--- src/rtl/ring_relay_buffer_pkg.sv ---
// Sizing helpers and shared types for the ring relay buffer and its nodes.
package ring_relay_pkg;

   typedef enum logic [1:0] {
      HD_EMPTY,
      HD_DELIVER,
      HD_FORWARD,
      HD_STALL
   } head_act_e;

   function automatic int dest_w(input int nodes);
      return (nodes <= 2) ? 1 : $clog2(nodes);
   endfunction

   function automatic int cnt_w(input int depth);
      return $clog2(depth + 1);
   endfunction

   function automatic int ptr_w(input int depth);
      return (depth <= 2) ? 1 : $clog2(depth);
   endfunction

   // A stored entry is {dest, data}.
   function automatic int entry_w(input int nodes, input int width);
      return dest_w(nodes) + width;
   endfunction

endpackage

--- src/rtl/ring_relay_buffer_if.sv ---
// Bundle between the switch/key injection side, the relay ring and the per-node display side.
interface ring_relay_buffer_if #(
   parameter int NODES = 2,
   parameter int WIDTH = 3,
   parameter int DEPTH = 4
);
   import ring_relay_pkg::*;

   localparam int DW = dest_w(NODES);
   localparam int CW = cnt_w(DEPTH);

   logic [NODES-1:0]       inj_valid;
   logic [NODES*WIDTH-1:0] inj_data;
   logic [NODES*DW-1:0]    inj_dest;
   logic [NODES-1:0]       inj_ready;
   logic [NODES-1:0]       out_valid;
   logic [NODES*WIDTH-1:0] out_data;
   logic [NODES-1:0]       out_ready;
   logic [NODES*CW-1:0]    occupancy;
   logic [NODES-1:0]       stalled;
   logic [NODES-1:0]       drop_pulse;

   modport master (
      output inj_valid, inj_data, inj_dest, out_ready,
      input  inj_ready, out_valid, out_data, occupancy, stalled, drop_pulse
   );

   modport slave (
      input  inj_valid, inj_data, inj_dest, out_ready,
      output inj_ready, out_valid, out_data, occupancy, stalled, drop_pulse
   );

endinterface

--- src/rtl/ring_relay_buffer_node.sv ---
// One ring stop: DEPTH-entry FIFO, head decode, ring-over-inject write arbitration and status.
module ring_node
   import ring_relay_pkg::*;
#(
   parameter int NODES = 2,
   parameter int WIDTH = 3,
   parameter int DEPTH = 4,
   parameter int ID    = 0,
   localparam int DW   = dest_w(NODES),
   localparam int CW   = cnt_w(DEPTH),
   localparam int EW   = entry_w(NODES, WIDTH),
   localparam int PW   = ptr_w(DEPTH)
) (
   input  logic             clk,
   input  logic             rst,
   input  logic             inj_valid_i,
   input  logic [WIDTH-1:0] inj_data_i,
   input  logic [DW-1:0]    inj_dest_i,
   output logic             inj_ready_o,
   input  logic             ring_valid_i,
   input  logic [EW-1:0]    ring_entry_i,
   input  logic [CW-1:0]    ds_count_i,
   output logic             fwd_valid_o,
   output logic [EW-1:0]    fwd_entry_o,
   output logic [CW-1:0]    count_o,
   output logic             out_valid_o,
   output logic [WIDTH-1:0] out_data_o,
   input  logic             out_ready_i,
   output logic             stalled_o,
   output logic             drop_pulse_o
);

   localparam logic [DW:0]   NODES_X  = (DW + 1)'(NODES);
   localparam logic [DW-1:0] MY_ID    = DW'(ID);
   localparam logic [CW-1:0] FULL     = CW'(DEPTH);
   localparam logic [CW-1:0] INJ_MAX  = CW'(DEPTH - 2);
   localparam logic [PW-1:0] PTR_LAST = PW'(DEPTH - 1);

   logic [EW-1:0] mem_q [DEPTH];
   logic [PW-1:0] rd_ptr_q, rd_ptr_d;
   logic [PW-1:0] wr_ptr_q, wr_ptr_d;
   logic [CW-1:0] count_q, count_d;
   logic          drop_q, drop_d;

   logic [EW-1:0] head;
   logic [DW-1:0] head_dest;
   logic          head_local;
   logic          fwd;
   head_act_e     head_act;
   logic          pop;
   logic          inj_ready;
   logic          inj_take;
   logic          inj_in_range;
   logic          push;
   logic [EW-1:0] push_entry;

   function automatic logic [PW-1:0] ptr_inc(input logic [PW-1:0] p);
      return (p == PTR_LAST) ? '0 : p + 1'b1;
   endfunction

   always_comb begin
      head       = mem_q[rd_ptr_q];
      head_dest  = head[EW-1 -: DW];
      head_local = (count_q != '0) && (head_dest == MY_ID);
      // Forwarding looks only at the registered downstream count, never its pop.
      fwd        = (count_q != '0) && (head_dest != MY_ID) && (ds_count_i < FULL);

      if (count_q == '0)   head_act = HD_EMPTY;
      else if (head_local) head_act = out_ready_i ? HD_DELIVER : HD_STALL;
      else if (fwd)        head_act = HD_FORWARD;
      else                 head_act = HD_STALL;

      pop = (head_act == HD_DELIVER) || (head_act == HD_FORWARD);

      // Injection keeps one slot in reserve so ring traffic can always advance.
      inj_ready    = (count_q <= INJ_MAX) && !ring_valid_i;
      inj_take     = inj_valid_i && inj_ready;
      inj_in_range = {1'b0, inj_dest_i} < NODES_X;
      push         = ring_valid_i || (inj_take && inj_in_range);
      push_entry   = ring_valid_i ? ring_entry_i : {inj_dest_i, inj_data_i};

      rd_ptr_d = pop  ? ptr_inc(rd_ptr_q) : rd_ptr_q;
      wr_ptr_d = push ? ptr_inc(wr_ptr_q) : wr_ptr_q;
      unique case ({push, pop})
         2'b10:   count_d = count_q + 1'b1;
         2'b01:   count_d = count_q - 1'b1;
         default: count_d = count_q;
      endcase
      drop_d = inj_take && !inj_in_range;
   end

   always_ff @(posedge clk) begin
      if (!rst) begin
         rd_ptr_q <= '0;
         wr_ptr_q <= '0;
         count_q  <= '0;
         drop_q   <= 1'b0;
      end else begin
         rd_ptr_q <= rd_ptr_d;
         wr_ptr_q <= wr_ptr_d;
         count_q  <= count_d;
         drop_q   <= drop_d;
      end
   end

   always_ff @(posedge clk) begin
      if (push) mem_q[wr_ptr_q] <= push_entry;
   end

   assign inj_ready_o  = inj_ready;
   assign fwd_valid_o  = fwd;
   assign fwd_entry_o  = head;
   assign count_o      = count_q;
   assign out_valid_o  = head_local;
   assign out_data_o   = head[WIDTH-1:0];
   assign stalled_o    = (head_act == HD_STALL);
   assign drop_pulse_o = drop_q;

endmodule

--- src/rtl/ring_relay_buffer.sv ---
// NODES-stop relay ring: wires node n to node (n+1) mod NODES and slices the flat ports per node.
module ring_relay_buffer
   import ring_relay_pkg::*;
#(
   parameter int NODES = 2,
   parameter int WIDTH = 3,
   parameter int DEPTH = 4
) (
   input logic                clk,
   input logic                rst,
   ring_relay_buffer_if.slave ring
);

   localparam int DW = dest_w(NODES);
   localparam int CW = cnt_w(DEPTH);
   localparam int EW = entry_w(NODES, WIDTH);

   logic          fwd_valid [NODES];
   logic [EW-1:0] fwd_entry [NODES];
   logic [CW-1:0] count     [NODES];

   for (genvar n = 0; n < NODES; n++) begin : g_node
      localparam int UP = (n + NODES - 1) % NODES;
      localparam int DN = (n + 1) % NODES;

      ring_node #(
         .NODES (NODES),
         .WIDTH (WIDTH),
         .DEPTH (DEPTH),
         .ID    (n)
      ) u_node (
         .clk          (clk),
         .rst          (rst),
         .inj_valid_i  (ring.inj_valid[n]),
         .inj_data_i   (ring.inj_data[n*WIDTH +: WIDTH]),
         .inj_dest_i   (ring.inj_dest[n*DW +: DW]),
         .inj_ready_o  (ring.inj_ready[n]),
         .ring_valid_i (fwd_valid[UP]),
         .ring_entry_i (fwd_entry[UP]),
         .ds_count_i   (count[DN]),
         .fwd_valid_o  (fwd_valid[n]),
         .fwd_entry_o  (fwd_entry[n]),
         .count_o      (count[n]),
         .out_valid_o  (ring.out_valid[n]),
         .out_data_o   (ring.out_data[n*WIDTH +: WIDTH]),
         .out_ready_i  (ring.out_ready[n]),
         .stalled_o    (ring.stalled[n]),
         .drop_pulse_o (ring.drop_pulse[n])
      );

      assign ring.occupancy[n*CW +: CW] = count[n];
   end

endmodule

--- src/flat_wrapper.sv ---
// flat-port wrapper written by rule: the top's interface ports become plain ports
module ring_relay_buffer_flat import ring_relay_pkg::*;
#(
   parameter int NODES = 2,
   parameter int WIDTH = 3,
   parameter int DEPTH = 4
)
  (clk, rst, ring_inj_valid, ring_inj_data, ring_inj_dest, ring_out_ready, ring_inj_ready, ring_out_valid, ring_out_data, ring_occupancy, ring_stalled, ring_drop_pulse);
  ring_relay_buffer_if #(.NODES(NODES), .WIDTH(WIDTH), .DEPTH(DEPTH)) ring_i ();
  input logic clk;
  input logic rst;
  input wire logic [$bits(ring_i.inj_valid)-1:0] ring_inj_valid;
  input wire logic [$bits(ring_i.inj_data)-1:0] ring_inj_data;
  input wire logic [$bits(ring_i.inj_dest)-1:0] ring_inj_dest;
  input wire logic [$bits(ring_i.out_ready)-1:0] ring_out_ready;
  output wire logic [$bits(ring_i.inj_ready)-1:0] ring_inj_ready;
  output wire logic [$bits(ring_i.out_valid)-1:0] ring_out_valid;
  output wire logic [$bits(ring_i.out_data)-1:0] ring_out_data;
  output wire logic [$bits(ring_i.occupancy)-1:0] ring_occupancy;
  output wire logic [$bits(ring_i.stalled)-1:0] ring_stalled;
  output wire logic [$bits(ring_i.drop_pulse)-1:0] ring_drop_pulse;
  assign ring_i.inj_valid = ring_inj_valid;
  assign ring_i.inj_data = ring_inj_data;
  assign ring_i.inj_dest = ring_inj_dest;
  assign ring_i.out_ready = ring_out_ready;
  assign ring_inj_ready = ring_i.inj_ready;
  assign ring_out_valid = ring_i.out_valid;
  assign ring_out_data = ring_i.out_data;
  assign ring_occupancy = ring_i.occupancy;
  assign ring_stalled = ring_i.stalled;
  assign ring_drop_pulse = ring_i.drop_pulse;
  ring_relay_buffer #(.NODES(NODES), .WIDTH(WIDTH), .DEPTH(DEPTH)) u_core (.clk(clk), .rst(rst), .ring(ring_i));
endmodule
--- config.mk ---
export PLATFORM = sky130hd
export DESIGN_NAME = ring_relay_buffer_flat
export DESIGN_NICKNAME = d
export VERILOG_FILES = /design/src/rtl/ring_relay_buffer_pkg.sv /design/src/rtl/ring_relay_buffer_if.sv /design/src/rtl/ring_relay_buffer_node.sv /design/src/rtl/ring_relay_buffer.sv /design/src/flat_wrapper.sv
export SDC_FILE = /design/constraint.sdc
export NUM_CORES = 1
export LEC_CHECK = 0
export CORE_ASPECT_RATIO = 1.1
export CORE_MARGIN = 4
export CORE_UTILIZATION = 54
export DETAILED_ROUTE_END_ITERATION = 10
export PLACE_DENSITY = 0.83
export SETUP_SLACK_MARGIN = 0.3
export SLEW_MARGIN = 20
export SYNTH_ARGS = -nofsm -noshare
export SYNTH_HDL_FRONTEND = slang
export SYNTH_SLANG_ARGS = --single-unit
--- constraint.sdc ---
create_clock -name clk -period 3.12 [get_ports clk]
set_clock_uncertainty 0.1 [all_clocks]
set_input_delay 0.624 -clock clk [delete_from_list [all_inputs] [get_ports clk]]
set_output_delay 0.624 -clock clk [all_outputs]
set_load 0.02 [all_outputs]
==> Yosys cells after proc, flatten, opt, wreduce, memory -nomap -nowiden <==
Memory sizes are Yosys's and may differ from the RTL's. A register that Yosys moved wholly into a read port is not among the register bits.
Cells that the tools add are included.
W data, S select, Z words.
{ "classes": {"n_addsub": 8, "magnitude_cmp": 4, "n_eq_ne": 14, "mux": 24, "bitwise": 2, "reduce_logical": 22} }
{ "ops": {"columns": ["cell", "n"], "rows": [
  ["$mux W2", 14],
  ["$eq A2 B2 Y1 const B", 10],
  ["$pmux W3 S2", 2],
  ["$logic_and A1 B1 Y1", 10],
  ["$add A2 B1 Y2 const B", 4],
  ["$eq A2 B1 Y1 const B", 4],
  ["$mux W4", 2],
  ["$add A3 B1 Y3 const B", 2],
  ["$le A3 B2 Y1 const B", 2],
  ["$logic_not A3 Y1", 2],
  ["$lt A3 B3 Y1 const B", 2],
  ["$mux W1", 6],
  ["$reduce_bool A3 Y1", 2],
  ["$sub A3 B1 Y3 const B", 2],
  ["$logic_or A1 B1 Y1", 4],
  ["$reduce_bool A2 Y1", 2],
  ["$logic_not A1 Y1", 2],
  ["$not A1 Y1", 2]
]} }
{ "totals": {"register_bits": 14, "ramBits": 32, "in_bits": 14, "out_inout_bits": 20, "wordCells": 82, "mem_count": 2} }
{ "mem_list": {"columns": ["memory", "depth", "width", "read_ports", "rd_clocked_by_memory_dff", "write_ports", "line", "source"], "rows": [
  ["u_core.g_node[0].u_node.mem_q", 4, 4, 1, 1, 1, "ring_relay_buffer_node.sv:39", "logic [EW-1:0] mem_q [DEPTH];"],
  ["u_core.g_node[1].u_node.mem_q", 4, 4, 1, 1, 1, "ring_relay_buffer_node.sv:39", null]
]} }

==> Logic depth before layout (Yosys ltp) <==
{ "logic_depth": {"ltp_word": 10, "mapped_depth": 11, "ltp_nobuf": 11} }

==> Hierarchy <==
From an unflattened synthesis, not the netlist that was laid out.
{ "unflattened": {"cells_unflattened": 173, "area_unflattened_um2": 2367.3} }
{ "modules_own_cells": {"columns": ["mod", "instances", "cells_each", "area_per_inst_um2", "seq_area_each_um2"], "rows": [
  ["ring_node (u_core.g_node[0].u_node)", 1, 87, 1184.9, 660.6],
  ["ring_node (u_core.g_node[1].u_node)", 1, 86, 1182.4, 660.6]
]} }

==> Worst setup path after synthesis <==
Ideal clock, no wire load.
{ "synth_path": {"path_type": "register to register", "start": "reg with a tool-made name", "end": "reg u_core.g_node[1].u_node.count_q[2]", "setup_time_ps": 76, "arrival_time_ps": 2618, "required_time_ps": 2944, "setup_slack_ps": 327, "path_stages_with_launch": 11, "path_buffers": 0, "period_less_slack_ps": 2793, "path_cell_list": "dfxtp_1 > mux2_4 > o2bb2a_4 > nor2b_1 > ha_1 > ha_1 > inv_1 > fa_1 > xor2_1 > or3_1 > a21boi_0"} }
{ "synth_lines": {"columns": ["element", "line", "source"], "rows": [
  ["to (signal assigned)", "ring_relay_buffer_node.sv:101", "count_q <= count_d;"],
  ["to (decl)", "ring_relay_buffer_node.sv:42", "logic [CW-1:0] count_q, count_d;"]
]} }

==> qor.csv <==
metric,value,unit
status,finished clean,
Global Route Usage Sum,0.160,
Worst VDD drop,0.566,mV
initial DRC count,81,
CTS tree,done,
Synth Register Bits,50,
first-pass GRT wire length,6740,µm
Syn-to-layout area delta,19.1,%
crit share post-route,0.871,
CP Launch Type,flop,
vias,1398,
total core area,4380,µm²
CP bufs+invs,1,
port bufs,31,
Mapped Cells,184,
register area share after synthesis,0.532,
GR Overflow Total,0,
Clock Latency Late Sink,300,ps
Inserted Diodes,0,
number of global-route vias before repair,1411,
DRC,0,
global placement routability congestion,0.790,
crit path DAT,2860,ps
Hold Buf Count CTS,0,
max incr delay on CP,370,ps
max-slew violation count,0,
filler cell count,337,
final setup violation count,0,
Die Y,79.1,µm
Die Wd,72.6,µm
most frequent cells in the layout,"edfxtp_1, clkdlybuf4s50_1, dfxtp_1",
sequence of cells on the critical path,mux2_4 -> o2bb2a_4 -> nor2b_1 -> ha_1 -> ha_2 -> inv_1 -> fa_2 -> xor2_1 -> or3_1 -> a21boi_1,
CP max FO,3,
CTS sink cnt,50,
IO Pins,34,
Yosys top cell by area,edfxtp_1,
worst min path class,reg -> reg,
synth top area cells,"edfxtp_1, dfxtp_1, ha_1, mux4_1, mux2i_1",
via/cell ratio,5.14,
Worst path top cell family by delay,adder cells,
Crit. End Element,flop,
largest net degree at the start of global routing,19,
"most common cell after layout, fill and taps aside",edfxtp_1,
DRT Pass-1 Iters,4,
initial antenna violation count,0,
Yosys cell types,33,
Bufs on Longest Clock Path,2,
nets,247,
Slew HR,0.612,
CTS buffer count,5,
Leakage,1.13,nW
ANT nets after route,0,
Required @ worst endpoint,3260,ps
Clock transition at path regs,90,ps
WS Path Type,reg -> reg,
FMAX,368,MHz
min cycle time layout,2720,ps
setup TNS,0,ps
share of cells above drive strength 1,0.170,
Mapped Area,2480,µm²
CTS root buf,clkbuf_8,
PwrDens,1100,nW/µm²
yosys warns,0,
Synth top area share,0.387,
RSZ-0062 raised after global routing,yes,
H-Tree Depth,2,
final WL,3990,µm
max-cap viol count,0,
CP max stage cell,dfxtp_2,
die area,5750,µm²
Layout Cell Area excl Fill,2960,µm²
Syn Area/Cell,13.5,µm²
Post-DP Area,2800,µm²
WL/cell,14.7,µm
dpl hpwl,3100,µm
Final Hold Vio Count,0,
Initial Util,0.567,
Worst-Margin Slew,580,ps
Rows,25,
==> cells by family (layout without fill, tap and decap cells) <==
logic type      after synthesis  count (layout)  share of synthesized area
simple gates                 50              50                      0.117
other cells                   1               2                    0.00151
buf+inv                      22              55                     0.0484
fa+ha+maj                    16              16                     0.0867
compound gates               16              16                     0.0544
xor+xnor                      4               4                     0.0141
mux                          25              25                      0.145
flops                        50              50                      0.532
==> sequential cells by signal, summed over array words and instances, names as in the netlist, named ones only <==
signal,cells
u_core.g_node.u_node.wr_ptr_q,4
u_core.g_node.u_node.rd_ptr_q,4
u_core.g_node.u_node.mem_q,32
u_core.g_node.u_node.count_o,6
==> worst paths after layout <==
| check | to | slack (ps) | from | depth (start not counted) |
|---|---|---|---|---|
| hold reg to reg | u_core.g_node[1].u_node.wr_ptr_q[1]$_SDFFE_PN0P_ | 400 | u_core.g_node[1].u_node.wr_ptr_q[1]$_SDFFE_PN0P_ | 2 |
| hold / removal | u_core.g_node[1].u_node.wr_ptr_q[1]$_SDFFE_PN0P_ | 400 | u_core.g_node[1].u_node.wr_ptr_q[1]$_SDFFE_PN0P_ | 2 |
| setup reg to reg | u_core.g_node[1].u_node.count_o[2]$_SDFFE_PN0P_ | 400 | flop | 10 |
| setup / recovery | u_core.g_node[1].u_node.count_o[2]$_SDFFE_PN0P_ | 400 | flop | 10 |
==> per-stage QoR <==
| step | worst slack, ps | power (W) | utilization | std cells | hold slack [ps] |
|---|---|---|---|---|---|
| after floorplan | 327 | 0.00233 | - | 185 | 368 |
| after global placement | 171 | 0.00274 | 0.640 | 261 | 385 |
| after detailed placement | 110 | 0.00279 | 0.640 | 261 | 392 |
| after CTS | 244 | 0.00319 | 0.664 | 270 | 404 |
| after global routing | 295 | 0.00350 | 0.675 | 272 | 436 |
| final | 401 | 0.00324 | 0.675 | 272 | 396 |
==> cells in the mapped netlist, drive strengths merged <==
| master | instances |
|---|---|
| nand2 | 11 |
| nor3b | 1 |
| buf | 10 |
| conb | 1 |
| and2b | 1 |
| fa | 2 |
| and2 | 12 |
| nor2b | 9 |
| ha | 14 |
| xor2 | 1 |
| or2 | 3 |
| mux4 | 6 |
| o21ai | 5 |
| or2b | 1 |
| o2bb2a | 1 |
| or3 | 2 |
| nor3 | 2 |
| dfxtp | 18 |
| mux2 | 7 |
| xnor2 | 3 |
| o21a | 2 |
| o22a | 1 |
| a21oi | 4 |
| edfxtp | 32 |
| a21boi | 3 |
| nor2 | 8 |
| clkbuf | 2 |
| inv | 10 |
| mux2i | 12 |
==> area by class of cell <==
cell class | count | area [µm²] | share of cell area
Sequential cell | 50 | 1330 | 0.449
Timing Repair Buffer | 37 | 359 | 0.121
Clock buffer | 5 | 68.8 | 0.0233
Tap cell | 54 | 67.6 | 0.0229
Clock inverter | 3 | 21.3 | 0.00719
Multi-Input combinational cell | 113 | 1070 | 0.364
Inverter | 10 | 37.5 | 0.0127
==> repair_timing <==
action / CTS / global route
buffers inserted: 1 / 2
resized for setup: 5 / 8
hold endpoints to repair: 0 / 0
pin swaps: 1 / 4
endpoints found under the setup margin: 5 / 5
==> layer usage <==
layer	global-route usage	vias up	routed length [µm]	part of all wire
li1	-	707	-	-
met1	0.183	666	1620	0.41
met2	0.274	20	2130	0.53
met3	0.0456	5	166	0.042
met4	0.0701	0	71	0.018
met5	0	-	0	0
==> power breakdown <==
group	leakage, nW	internal [W]	total (W)	switching, W
Combinational	0.642	0.000882	0.00175	0.000864
Clock	0.0441	0.000157	0.000366	0.000208
Sequential	0.444	0.000985	0.00113	0.000141
==> worst min-delay path: stages (launching register included) <==
cell and delay [ps]:
dfxtp_1 340, nand2_1 60, mux2i_1 50
(Power assumes the default switching activity.)
